==> src/rtl/fp_align_stage.sv <==
// FP32 adder operand-alignment stage: hidden-bit restore, magnitude ordering,
// and right shift of the smaller mantissa with guard/round/sticky, in a 2-deep valid/ready pipe.
module fp_align_stage #(
  parameter int EXP_W     = 8,
  parameter int MAN_W     = 23,
  parameter int SHIFT_SAT = 27
) (
  input  logic               clk,
  input  logic               rst,
  input  logic               in_valid,
  output logic               in_ready,
  input  logic               signA,
  input  logic               signB,
  input  logic [EXP_W-1:0]   exponentA,
  input  logic [EXP_W-1:0]   exponentB,
  input  logic [MAN_W-1:0]   mantissaA,
  input  logic [MAN_W-1:0]   mantissaB,
  output logic               out_valid,
  input  logic               out_ready,
  output logic               sign_big,
  output logic               sign_small,
  output logic [EXP_W-1:0]   exp_out,
  output logic [MAN_W:0]     mant_big,
  output logic [MAN_W:0]     mant_small,
  output logic [2:0]         grs,
  output logic               eff_sub,
  output logic               special
);

  localparam int SIG_W = MAN_W + 1;
  localparam int EXT_W = SIG_W + 3;
  localparam logic [EXP_W-1:0] SAT_E = EXP_W'(SHIFT_SAT);

  logic               s1_valid;
  logic               s1_sign_big;
  logic               s1_sign_small;
  logic [EXP_W-1:0]   s1_exp;
  logic [SIG_W-1:0]   s1_mant_big;
  logic [SIG_W-1:0]   s1_mant_small;
  logic [EXP_W-1:0]   s1_diff;
  logic               s1_special;

  logic               s2_load;
  logic               s1_advance;
  logic               in_fire;

  assign s2_load    = !out_valid || out_ready;
  assign s1_advance = s1_valid && s2_load;
  assign in_ready   = !s1_valid || s1_advance;
  assign in_fire    = in_valid && in_ready;

  // S1: denormals use an effective exponent of 1 and a cleared hidden bit
  logic               hid_a;
  logic               hid_b;
  logic [EXP_W-1:0]   eff_a;
  logic [EXP_W-1:0]   eff_b;
  logic [SIG_W-1:0]   sig_a;
  logic [SIG_W-1:0]   sig_b;
  logic               a_big;

  always_comb begin
    hid_a = |exponentA;
    hid_b = |exponentB;
    eff_a = hid_a ? exponentA : EXP_W'(1);
    eff_b = hid_b ? exponentB : EXP_W'(1);
    sig_a = {hid_a, mantissaA};
    sig_b = {hid_b, mantissaB};
    a_big = {eff_a, sig_a} >= {eff_b, sig_b};
  end

  always_ff @(posedge clk or posedge rst) begin
    if (rst) begin
      s1_valid      <= 1'b0;
      s1_sign_big   <= 1'b0;
      s1_sign_small <= 1'b0;
      s1_exp        <= '0;
      s1_mant_big   <= '0;
      s1_mant_small <= '0;
      s1_diff       <= '0;
      s1_special    <= 1'b0;
    end else if (in_ready) begin
      s1_valid <= in_valid;
      if (in_fire) begin
        s1_sign_big   <= a_big ? signA : signB;
        s1_sign_small <= a_big ? signB : signA;
        s1_exp        <= a_big ? eff_a : eff_b;
        s1_mant_big   <= a_big ? sig_a : sig_b;
        s1_mant_small <= a_big ? sig_b : sig_a;
        s1_diff       <= a_big ? (eff_a - eff_b) : (eff_b - eff_a);
        s1_special    <= (&exponentA) || (&exponentB);
      end
    end
  end

  // S2: alignment shift; bits falling off the bottom fold into sticky
  logic [EXT_W-1:0]   ext;
  logic [EXT_W-1:0]   lost_mask;
  logic [EXT_W-1:0]   shifted;
  logic [SIG_W-1:0]   sh_mant;
  logic [2:0]         sh_grs;

  always_comb begin
    ext       = {s1_mant_small, 3'b000};
    lost_mask = '0;
    shifted   = '0;
    sh_mant   = '0;
    sh_grs    = '0;
    if (s1_diff >= SAT_E) begin
      sh_grs = {2'b00, |s1_mant_small};
    end else begin
      lost_mask = ~({EXT_W{1'b1}} << s1_diff);
      shifted   = ext >> s1_diff;
      sh_mant   = shifted[EXT_W-1:3];
      sh_grs    = {shifted[2:1], shifted[0] | (|(ext & lost_mask))};
    end
  end

  always_ff @(posedge clk or posedge rst) begin
    if (rst) begin
      out_valid  <= 1'b0;
      sign_big   <= 1'b0;
      sign_small <= 1'b0;
      exp_out    <= '0;
      mant_big   <= '0;
      mant_small <= '0;
      grs        <= '0;
      eff_sub    <= 1'b0;
      special    <= 1'b0;
    end else if (s2_load) begin
      out_valid <= s1_valid;
      if (s1_valid) begin
        sign_big   <= s1_sign_big;
        sign_small <= s1_sign_small;
        exp_out    <= s1_exp;
        mant_big   <= s1_mant_big;
        mant_small <= sh_mant;
        grs        <= sh_grs;
        eff_sub    <= s1_sign_big ^ s1_sign_small;
        special    <= s1_special;
      end
    end
  end

endmodule

==> config.mk <==
export PLATFORM = sky130hd
export DESIGN_NAME = fp_align_stage
export DESIGN_NICKNAME = d
export VERILOG_FILES = /design/src/rtl/fp_align_stage.sv
export SDC_FILE = /design/constraint.sdc
export NUM_CORES = 1
export LEC_CHECK = 0
export ABC_AREA = 1
export BUFFER_PORTS_ARGS = -buffer_cell sky130_fd_sc_hd__clkbuf_2
export CAP_MARGIN = 5
export CORE_ASPECT_RATIO = 0.9
export CORE_MARGIN = 2
export CORE_UTILIZATION = 50
export DETAILED_ROUTE_END_ITERATION = 10
export PLACE_DENSITY_LB_ADDON = 0.05
export RECOVER_POWER = 100
export SLEW_MARGIN = 20
export SYNTH_ARGS = -nofsm -noshare
export SYNTH_HDL_FRONTEND = slang
export SYNTH_SLANG_ARGS = --single-unit
==> constraint.sdc <==
create_clock -name clk -period 7.8 [get_ports clk]
set_clock_uncertainty 0.2 [all_clocks]
set_input_delay 0.39 -clock clk [delete_from_list [all_inputs] [get_ports clk]]
set_output_delay 0.39 -clock clk [all_outputs]
set_load 0.005 [all_outputs]
==> out/metrics.yaml, run 1 <==
critPathCaptureType: "flip-flop"
fin_worst_hold_slack_ns: 0.0430
worst_setup_timing_slack_at_the_placement_stage_ns: 4.27
regToRegEndpoint: "s1_mant_big[3]$_DFFE_PP0P_"
floorplan.core_area_um2: 17700
slew_headroom_pct: -90.5
io_pins: 133
via_count: 9337
ys_warn_count: 0
post_cts_clock_slew_at_the_launch_and_capture_registers_of_the_worst_setup_and_hold_paths_ns: 0.07
floorplan.die_area_um2: 19300
numPortBuffers: 132
routed_wl_um: 28900
cp-start-kind: "flip-flop"
final-seq-area_um2: 3300
finish.cell_count_without_fillers: 1688
crit_path_required_time_ns: 7.89
holdCritPathClass: "in -> reg"
timing_hold_violations_final: 0
chipWidth_um: 146
routabilityCongestion: 0.928
cts-buffers-inserted: 17
critical_path_buf_inv_count: 2
yosysSeqAreaShare_pct: 36.2
setup_ws_ns: 3.19
remaining_drc_errors: 0
postCtsSetupBuffers: 0
worst_hold_startpoint: "out_ready"
timing.critical_path.cells: "nand3_1, nand2_2, buf_4, clkinvlp_2, nand3_1, nand2_1"
yosysTopAreaCell: "sky130_fd_sc_hd__dfrtp_1"
detail-route-antenna-nets: 0
viasPerCell: 5.53
finish.net_count: 1545
ctsHoldBuffers: 1
syn_area_per_cell_um2: 6.67
num-fill-cells: 1855
yosys-top-cells-area: "sky130_fd_sc_hd__dfrtp_1 36%, sky130_fd_sc_hd__nand2_1 22%, sky130_fd_sc_hd__nand3_1 9.6%"
gr-total-overflow: 0
antenna_found_initial: 0
violations_in_the_final_reports: "capacitance limit, slew limit"
period_share_pct: 59.1
global_route.usage.total_pct: 30.1
clock_tree.buffer_depth: 2
synthesis.nets: 1479
synth_top_cell_area_share_pct: 36.2
syn2layout_area_growth_pct: 13.1
drive_gt1_share_pct: 11.1
power.density_cell_area_nw_per_um2: 277
register_to_register_path_depth: 6
die_h_um: 132
clock_tree.root_cell: "sky130_fd_sc_hd__clkbuf_16"
timing_max_transition_violations_final: 227
path_delay_family: "buffers and inverters"
global_route_wire_length_before_repair_um: 46800
placement_rows: 46
post_synth_inst_count: 1369
post_cts_resize_count: 0
cts.sink_count: 132
post_drt_wl_per_cell_um: 17.1
netlist-cell-type-count: 36
worst_ir_drop_vdd_uv: 162
post-place-cells: 1655
mappedNetlistArea_um2: 9130
worst_hold_path.endpoint: "out_valid$_DFFE_PP0P_"
h_tree_levels: 4
timing.critical_path.mode_cell: "sky130_fd_sc_hd__nand3_1"
layout_min_cycle_time_ns: 4.61
hold-path-cell-count: 4
run_status: "finished with violations"
first_global_vias: 8926
worst_pin_slew_ns: 2.86
fmax_mhz: 217
rsz_0062_raised_after_global_routing: "false"
utilization_pct: 58.2
slowest_stage: "sky130_fd_sc_hd__clkinvlp_2"
insertedDiodeCount: 0
setup_violations: 0
initial_utilization_pct: 51.5
detailed_router_s_first_iteration_violation_count: 744
worst_skew_pair.late_latency_ns: 0.43
critical_path.max_fanout: 70
power.static_leakage_nw: 5.64
critical_path_class: "reg -> reg"
cp.arrival_ns: 4.70
ys_seq_elements: 132
critical_path.max_stage_delay_ns: 2.10
totalNegativeSetupSlack_ns: 0
grt_start_max_net_pins: 78
sum_of_net_half_perimeters_after_detailed_placement_um: 20200
cap_viol_max_count: 4
tritoncts: "done"
regToRegStartpoint: "out_valid$_DFFE_PP0P_"
worst_reg_to_reg_setup_slack_ns: 3.19
multi_input_comb_area_um2: 4940
drt_first_pass_iters: 5
## layer usage
layer / track usage [%] / vias up / wire length (um)
met5: 0 / - / 0
met4: 10.2 / 0 / 763
met3: 5.09 / 47 / 1630
met2: 49.0 / 318 / 13600
li1: - / 4566 / -
met1: 41.0 / 4406 / 12800
## placed cells by master, fill, tap and decap left out, types with 7 or more instances in the layout
master and n:
sky130_fd_sc_hd__buf_4 11, sky130_fd_sc_hd__o21ai_0 49, sky130_fd_sc_hd__clkbuf_16 17, sky130_fd_sc_hd__o211ai_1 12, sky130_fd_sc_hd__clkbuf_2 99, sky130_fd_sc_hd__nor2_1 41
sky130_fd_sc_hd__nor4_1 8, sky130_fd_sc_hd__a21oi_1 32, sky130_fd_sc_hd__o21ai_1 7, sky130_fd_sc_hd__xor2_1 8, sky130_fd_sc_hd__nand4_1 76, sky130_fd_sc_hd__nand2_1 540
sky130_fd_sc_hd__dfrtp_1 132, sky130_fd_sc_hd__inv_1 111, sky130_fd_sc_hd__clkbuf_1 35, sky130_fd_sc_hd__nand3_1 175, sky130_fd_sc_hd__ha_1 40
## kinds of logic (layout without fill, tap and decap cells)
logic type	count (synthesis)	in the layout	share of synthesized area, %
AO/OA/AOI/OAI	112	112	6.81
adder cells (fa/ha/maj)	42	42	5.92
AND/OR/NAND/NOR	856	856	40.3
flip-flops	132	132	36.2
XOR/XNOR	9	9	0.864
buffers and inverters	218	297	9.87
## flip-flops by register name (all words and copies together) (netlist names), 3 cells and up
| name | cells |
|---|---|
| exp_out | 8 |
| grs | 3 |
| mant_big | 24 |
| mant_small | 24 |
| s1_diff | 8 |
| s1_exp | 8 |
| s1_mant_big | 24 |
| s1_mant_small | 24 |
## layout make-up
class                           count  share of cell area (%)
Tap cell                          240                    2.91
Timing Repair Buffer              146                    6.97
Clock inverter                     15                    1.82
Sequential cell                   132                    32.0
Multi-Input combinational cell   1019                    47.8
Inverter                          119                    4.35
Clock buffer                       17                    4.12
## power by group
| part | internal, W | leakage, nW | switching [W] |
|---|---|---|---|
| logic | 0.000344 | 3.70 | 0.000665 |
| registers | 0.000859 | 1.64 | 0.000151 |
| clock network | 0.000461 | 0.292 | 0.000379 |
## how the worst max path moves through the flow
stage | start | cells past startpoint | slack, ns | end
detailed placement | exponentB[1] | 14 | 4.27 | s1_mant_big[23]$_DFFE_PP0P_
global placement | exponentB[1] | 14 | 4.27 | s1_mant_big[23]$_DFFE_PP0P_
global route | out_valid$_DFFE_PP0P_ | 6 | 2.76 | s1_mant_small[11]$_DFFE_PP0P_
floorplan | rst | 1 | 3.68 | eff_sub$_DFFE_PP0P_
finish | out_valid$_DFFE_PP0P_ | 6 | 3.19 | s1_mant_big[3]$_DFFE_PP0P_
CTS | s1_diff[2]$_DFFE_PP0P_ | 10 | 4.57 | mant_small[11]$_DFFE_PP0P_
## Yosys cell counts
master / number
sky130_fd_sc_hd__clkbuf_1: 49
sky130_fd_sc_hd__a31oi_1: 1
sky130_fd_sc_hd__o21bai_1: 3
sky130_fd_sc_hd__clkinv_1: 2
sky130_fd_sc_hd__and2_1: 2
sky130_fd_sc_hd__o21ai_1: 7
sky130_fd_sc_hd__nor4_1: 8
sky130_fd_sc_hd__a21oi_1: 32
sky130_fd_sc_hd__inv_2: 6
sky130_fd_sc_hd__dfrtp_1: 132
sky130_fd_sc_hd__nand2_2: 1
sky130_fd_sc_hd__a22o_1: 1
sky130_fd_sc_hd__ha_1: 40
sky130_fd_sc_hd__buf_2: 33
sky130_fd_sc_hd__nand3_2: 1
sky130_fd_sc_hd__a21boi_1: 1
sky130_fd_sc_hd__nand2_1: 543
sky130_fd_sc_hd__inv_1: 111
sky130_fd_sc_hd__o211ai_1: 12
sky130_fd_sc_hd__nand4_1: 76
sky130_fd_sc_hd__xor2_1: 8
sky130_fd_sc_hd__buf_1: 6
sky130_fd_sc_hd__nor3_1: 2
sky130_fd_sc_hd__a21o_1: 3
sky130_fd_sc_hd__nor3_2: 1
sky130_fd_sc_hd__o21ai_0: 49
sky130_fd_sc_hd__fa_1: 2
sky130_fd_sc_hd__buf_4: 11
sky130_fd_sc_hd__xnor2_1: 1
sky130_fd_sc_hd__a21oi_2: 1
sky130_fd_sc_hd__or2_2: 4
sky130_fd_sc_hd__nand3_1: 175
sky130_fd_sc_hd__a21boi_0: 1
sky130_fd_sc_hd__nor2_1: 41
sky130_fd_sc_hd__o21a_1: 1
sky130_fd_sc_hd__nor2_2: 2
## through the flow
stage          cell area [um2]  power (W)
3_3_place_gp              9760    0.00202
4_1_cts                  10400    0.00287
2_1_floorplan             9130    0.00168
3_5_place_dp              9760    0.00203
5_1_grt                  10300    0.00305
6_report                 10300    0.00286
## worst reg2reg max path: stages (launching register included)
cell                         delay [ns]
sky130_fd_sc_hd__dfrtp_1           0.37
sky130_fd_sc_hd__nand3_1           0.15
sky130_fd_sc_hd__nand2_2           0.08
sky130_fd_sc_hd__buf_4             0.59
sky130_fd_sc_hd__clkinvlp_2        2.17
sky130_fd_sc_hd__nand3_1           0.84
sky130_fd_sc_hd__nand2_1           0.09
Note: power is estimated with default switching activity, not from simulation.
==> run 2: changes to the inputs <==
- ABC_AREA: 1 -> 0
- clock period: 7.8 -> 4.13 ns (I/O delays scaled with it)
==> run 2 against run 1 <==
Net effect:
- the flow still finishes with violations (capacitance limit, slew limit)
- first-iteration DRC count decreased by 15%
- design area increased by 2.7%
- utilization increased by 5.0 points
- sequential cell count unchanged
- non-clock buffer count increased by 83
- combinational power increased by 60%
- register-to-register slack got worse by 2.5 ns
- sequential share of layout area decreased by 0.84 points
- power increased by 71%
- wire length decreased by 19%
- hold slack got worse by 0.022 ns
- critical path type is now in -> reg
- critical endpoint is now s1_mant_small[17]$_DFFE_PP0P_
- largest power group unchanged
==> out/metrics.yaml, run 2 <==
worst_ir_drop_vdd_uv: 282
synthesis.nets: 1021
cp-start-kind: "input port"
clock_tree.root_cell: "sky130_fd_sc_hd__clkbuf_16"
grt_start_max_net_pins: 108
holdCritPathClass: "in -> reg"
remaining_drc_errors: 0
yosys-top-cells-area: "sky130_fd_sc_hd__dfrtp_1 39%, sky130_fd_sc_hd__mux2i_1 8.6%, sky130_fd_sc_hd__ha_1 5.9%"
mappedNetlistArea_um2: 8520
critPathCaptureType: "flip-flop"
syn_area_per_cell_um2: 9.36
viasPerCell: 5.76
global_route.usage.total_pct: 26.7
synth_edf_count: 0
ys_warn_count: 0
post-place-cells: 1194
worst_setup_path_startpoint: "exponentB[7]"
power.density_cell_area_nw_per_um2: 462
cp.arrival_ns: 3.94
post_cts_clock_slew_at_the_launch_and_capture_registers_of_the_worst_setup_and_hold_paths_ns: 0.06
global_route_wire_length_before_repair_um: 38200
layout.cells.most_common_list: "132 x sky130_fd_sc_hd__dfrtp_1, 118 x sky130_fd_sc_hd__nand2_1, 108 x sky130_fd_sc_hd__clkbuf_2"
timing_hold_violations_final: 0
fmax_mhz: 257
routabilityCongestion: 0.894
detailed_router_s_first_iteration_violation_count: 631
tritoncts: "done"
antenna_found_initial: 0
syn2layout_area_growth_pct: 24.4
cts-buffers-inserted: 17
placement_rows: 45
yosysTopAreaCell: "sky130_fd_sc_hd__dfrtp_1"
regToRegEndpoint: "grs[0]$_DFFE_PP0P_"
totalNegativeSetupSlack_ns: 0
post_synth_most_frequent_cells: "132 x sky130_fd_sc_hd__dfrtp_1, 119 x sky130_fd_sc_hd__nand2_1, 74 x sky130_fd_sc_hd__o21ai_0"
endpoint: "s1_mant_small[17]$_DFFE_PP0P_"
worst_pin_slew_ns: 1.86
ys_seq_elements: 132
rsz_0062_raised_after_global_routing: "false"
final_common_cell: "sky130_fd_sc_hd__dfrtp_1"
critical_path_class: "in -> reg"
post_drt_wl_per_cell_um: 18.0
drt_first_pass_iters: 5
routed_wl_um: 23500
chipWidth_um: 142
io_pins: 133
synth.most_common_cell: "sky130_fd_sc_hd__dfrtp_1"
utilization_pct: 63.2
crit_path_required_time_ns: 4.17
worst_skew_pair.late_latency_ns: 0.43
netlist-cell-type-count: 61
detail-route-antenna-nets: 0
synth_top_cell_area_share_pct: 38.7
setup_violations: 0
power.static_leakage_nw: 4.99
post_synth_inst_count: 911
via_count: 7542
layout_min_cycle_time_ns: 3.90
critical_path.max_fanout: 23
drive_gt1_share_pct: 19.4
worst_reg_to_reg_setup_slack_ns: 0.70
yosysSeqAreaShare_pct: 38.7
first_global_vias: 7287
finish.net_count: 1196
post-layout-total-power_w: 0.00489
cts.sink_count: 132
slew_headroom_pct: -24.2
num-fill-cells: 1453
floorplan.core_area_um2: 16800
insertedDiodeCount: 0
cap_viol_max_count: 2
dominantRegCellSynth: "sky130_fd_sc_hd__dfrtp_1"
sum_of_net_half_perimeters_after_detailed_placement_um: 15900
initial_utilization_pct: 50.8
register_to_register_path_depth: 8
violations_in_the_final_reports: "capacitance limit, slew limit"
regToRegStartpoint: "s1_diff[0]$_DFFE_PP0P_"
floorplan.die_area_um2: 18100
async_flop_share_pct: 100
numPortBuffers: 132
timing_max_transition_violations_final: 194
run_status: "finished with violations"
finish.cell_count_without_fillers: 1309
clock_tree.buffer_depth: 2
h_tree_levels: 4
period_share_pct: 94.4
die_h_um: 128
gr-total-overflow: 0
run 2: worst min-delay path by stage:
stage / slack [ns] / endpoint / depth (start not counted) / from
floorplan: 0.11 / s1_valid$_DFFE_PP0N_ / 1 / in_valid
global placement: 0.21 / s1_mant_small[5]$_DFFE_PP0P_ / 2 / rst
detailed placement: 0.22 / s1_mant_big[6]$_DFFE_PP0P_ / 2 / rst
CTS: 0.01 / s1_exp[1]$_DFFE_PP0P_ / 3 / exponentB[1]
global route: 0.07 / s1_exp[1]$_DFFE_PP0P_ / 3 / exponentA[1]
finish: 0.02 / s1_exp[1]$_DFFE_PP0P_ / 3 / exponentA[1]
run 2: critical path, cell delays in order:
cell and delay (ns):
sky130_fd_sc_hd__dlygate4sd3_1 0.54, sky130_fd_sc_hd__clkbuf_2 0.16, sky130_fd_sc_hd__nor4_2 0.30, sky130_fd_sc_hd__nand2_1 0.14
sky130_fd_sc_hd__inv_1 0.11, sky130_fd_sc_hd__nor2_1 0.07, sky130_fd_sc_hd__ha_1 0.20, sky130_fd_sc_hd__a21o_1 0.17
sky130_fd_sc_hd__a221o_1 0.33, sky130_fd_sc_hd__a221oi_2 0.29, sky130_fd_sc_hd__o21ai_2 0.14, sky130_fd_sc_hd__a21oi_4 0.17
sky130_fd_sc_hd__buf_12 0.22, sky130_fd_sc_hd__mux2i_1 0.24, sky130_fd_sc_hd__dlygate4sd3_1 0.58, sky130_fd_sc_hd__o21ai_1 0.06
run 2: power breakdown:
| group | switching [W] | total [W] | internal [W] |
|---|---|---|---|
| Sequential | 0.000245 | 0.00180 | 0.00155 |
| Combinational | 0.000892 | 0.00162 | 0.000732 |
| Clock | 0.000624 | 0.00147 | 0.000850 |
| Total | 0.00176 | 0.00489 | 0.00313 |
run 2: layer usage:
metal / vias up / wire length [um] / global-route usage (%)
met3: 30 / 1010 / 4.41
met5: - / 0 / 0
li1: 3644 / - / -
met4: 0 / 352 / 7.12
met2: 215 / 11100 / 42.9
met1: 3653 / 11000 / 37.8
run 2: kinds of logic after synthesis:
family                     Yosys count  synth area share [%]
muxes                              130                  18.2
adders and majority gates           42                  6.34
DFF                                132                  38.7
and+or+nand+nor                    257                  14.0
buffers and inverters              122                  6.12
xor gates and xnor gates             1                 0.103
AOI/OAI and AO/OA                  227                  16.5
run 2: layout make-up:
class,instances,area [um2],share of cell area [%]
well taps,211,264,2.49
clock inverters,13,126,1.19
multi-input cells,658,4730,44.7
flip-flops and latches,132,3300,31.2
inverters,48,184,1.74
clock buffers,18,439,4.14
repair buffers,229,1550,14.6
run 2: metrics by stage:
stage          setup slack, ns  area, um2  hold WS [ns]
2_1_floorplan            0.197       8520         0.115
3_3_place_gp             0.583       9260         0.211
3_5_place_dp             0.509       9260         0.222
4_1_cts                0.00405      10700        0.0112
5_1_grt                 0.0388      10600        0.0729
6_report                 0.232      10600        0.0208
run 2: timing repair:
| item | in CTS | in global routing |
|---|---|---|
| buffers inserted | 0 | 1 |
| endpoints found under the setup margin | 0 | 15 |
| gates resized for setup | 0 | 1 |
| hold buffers | 82 | 0 |
| endpoints found under the hold margin | 139 | 0 |
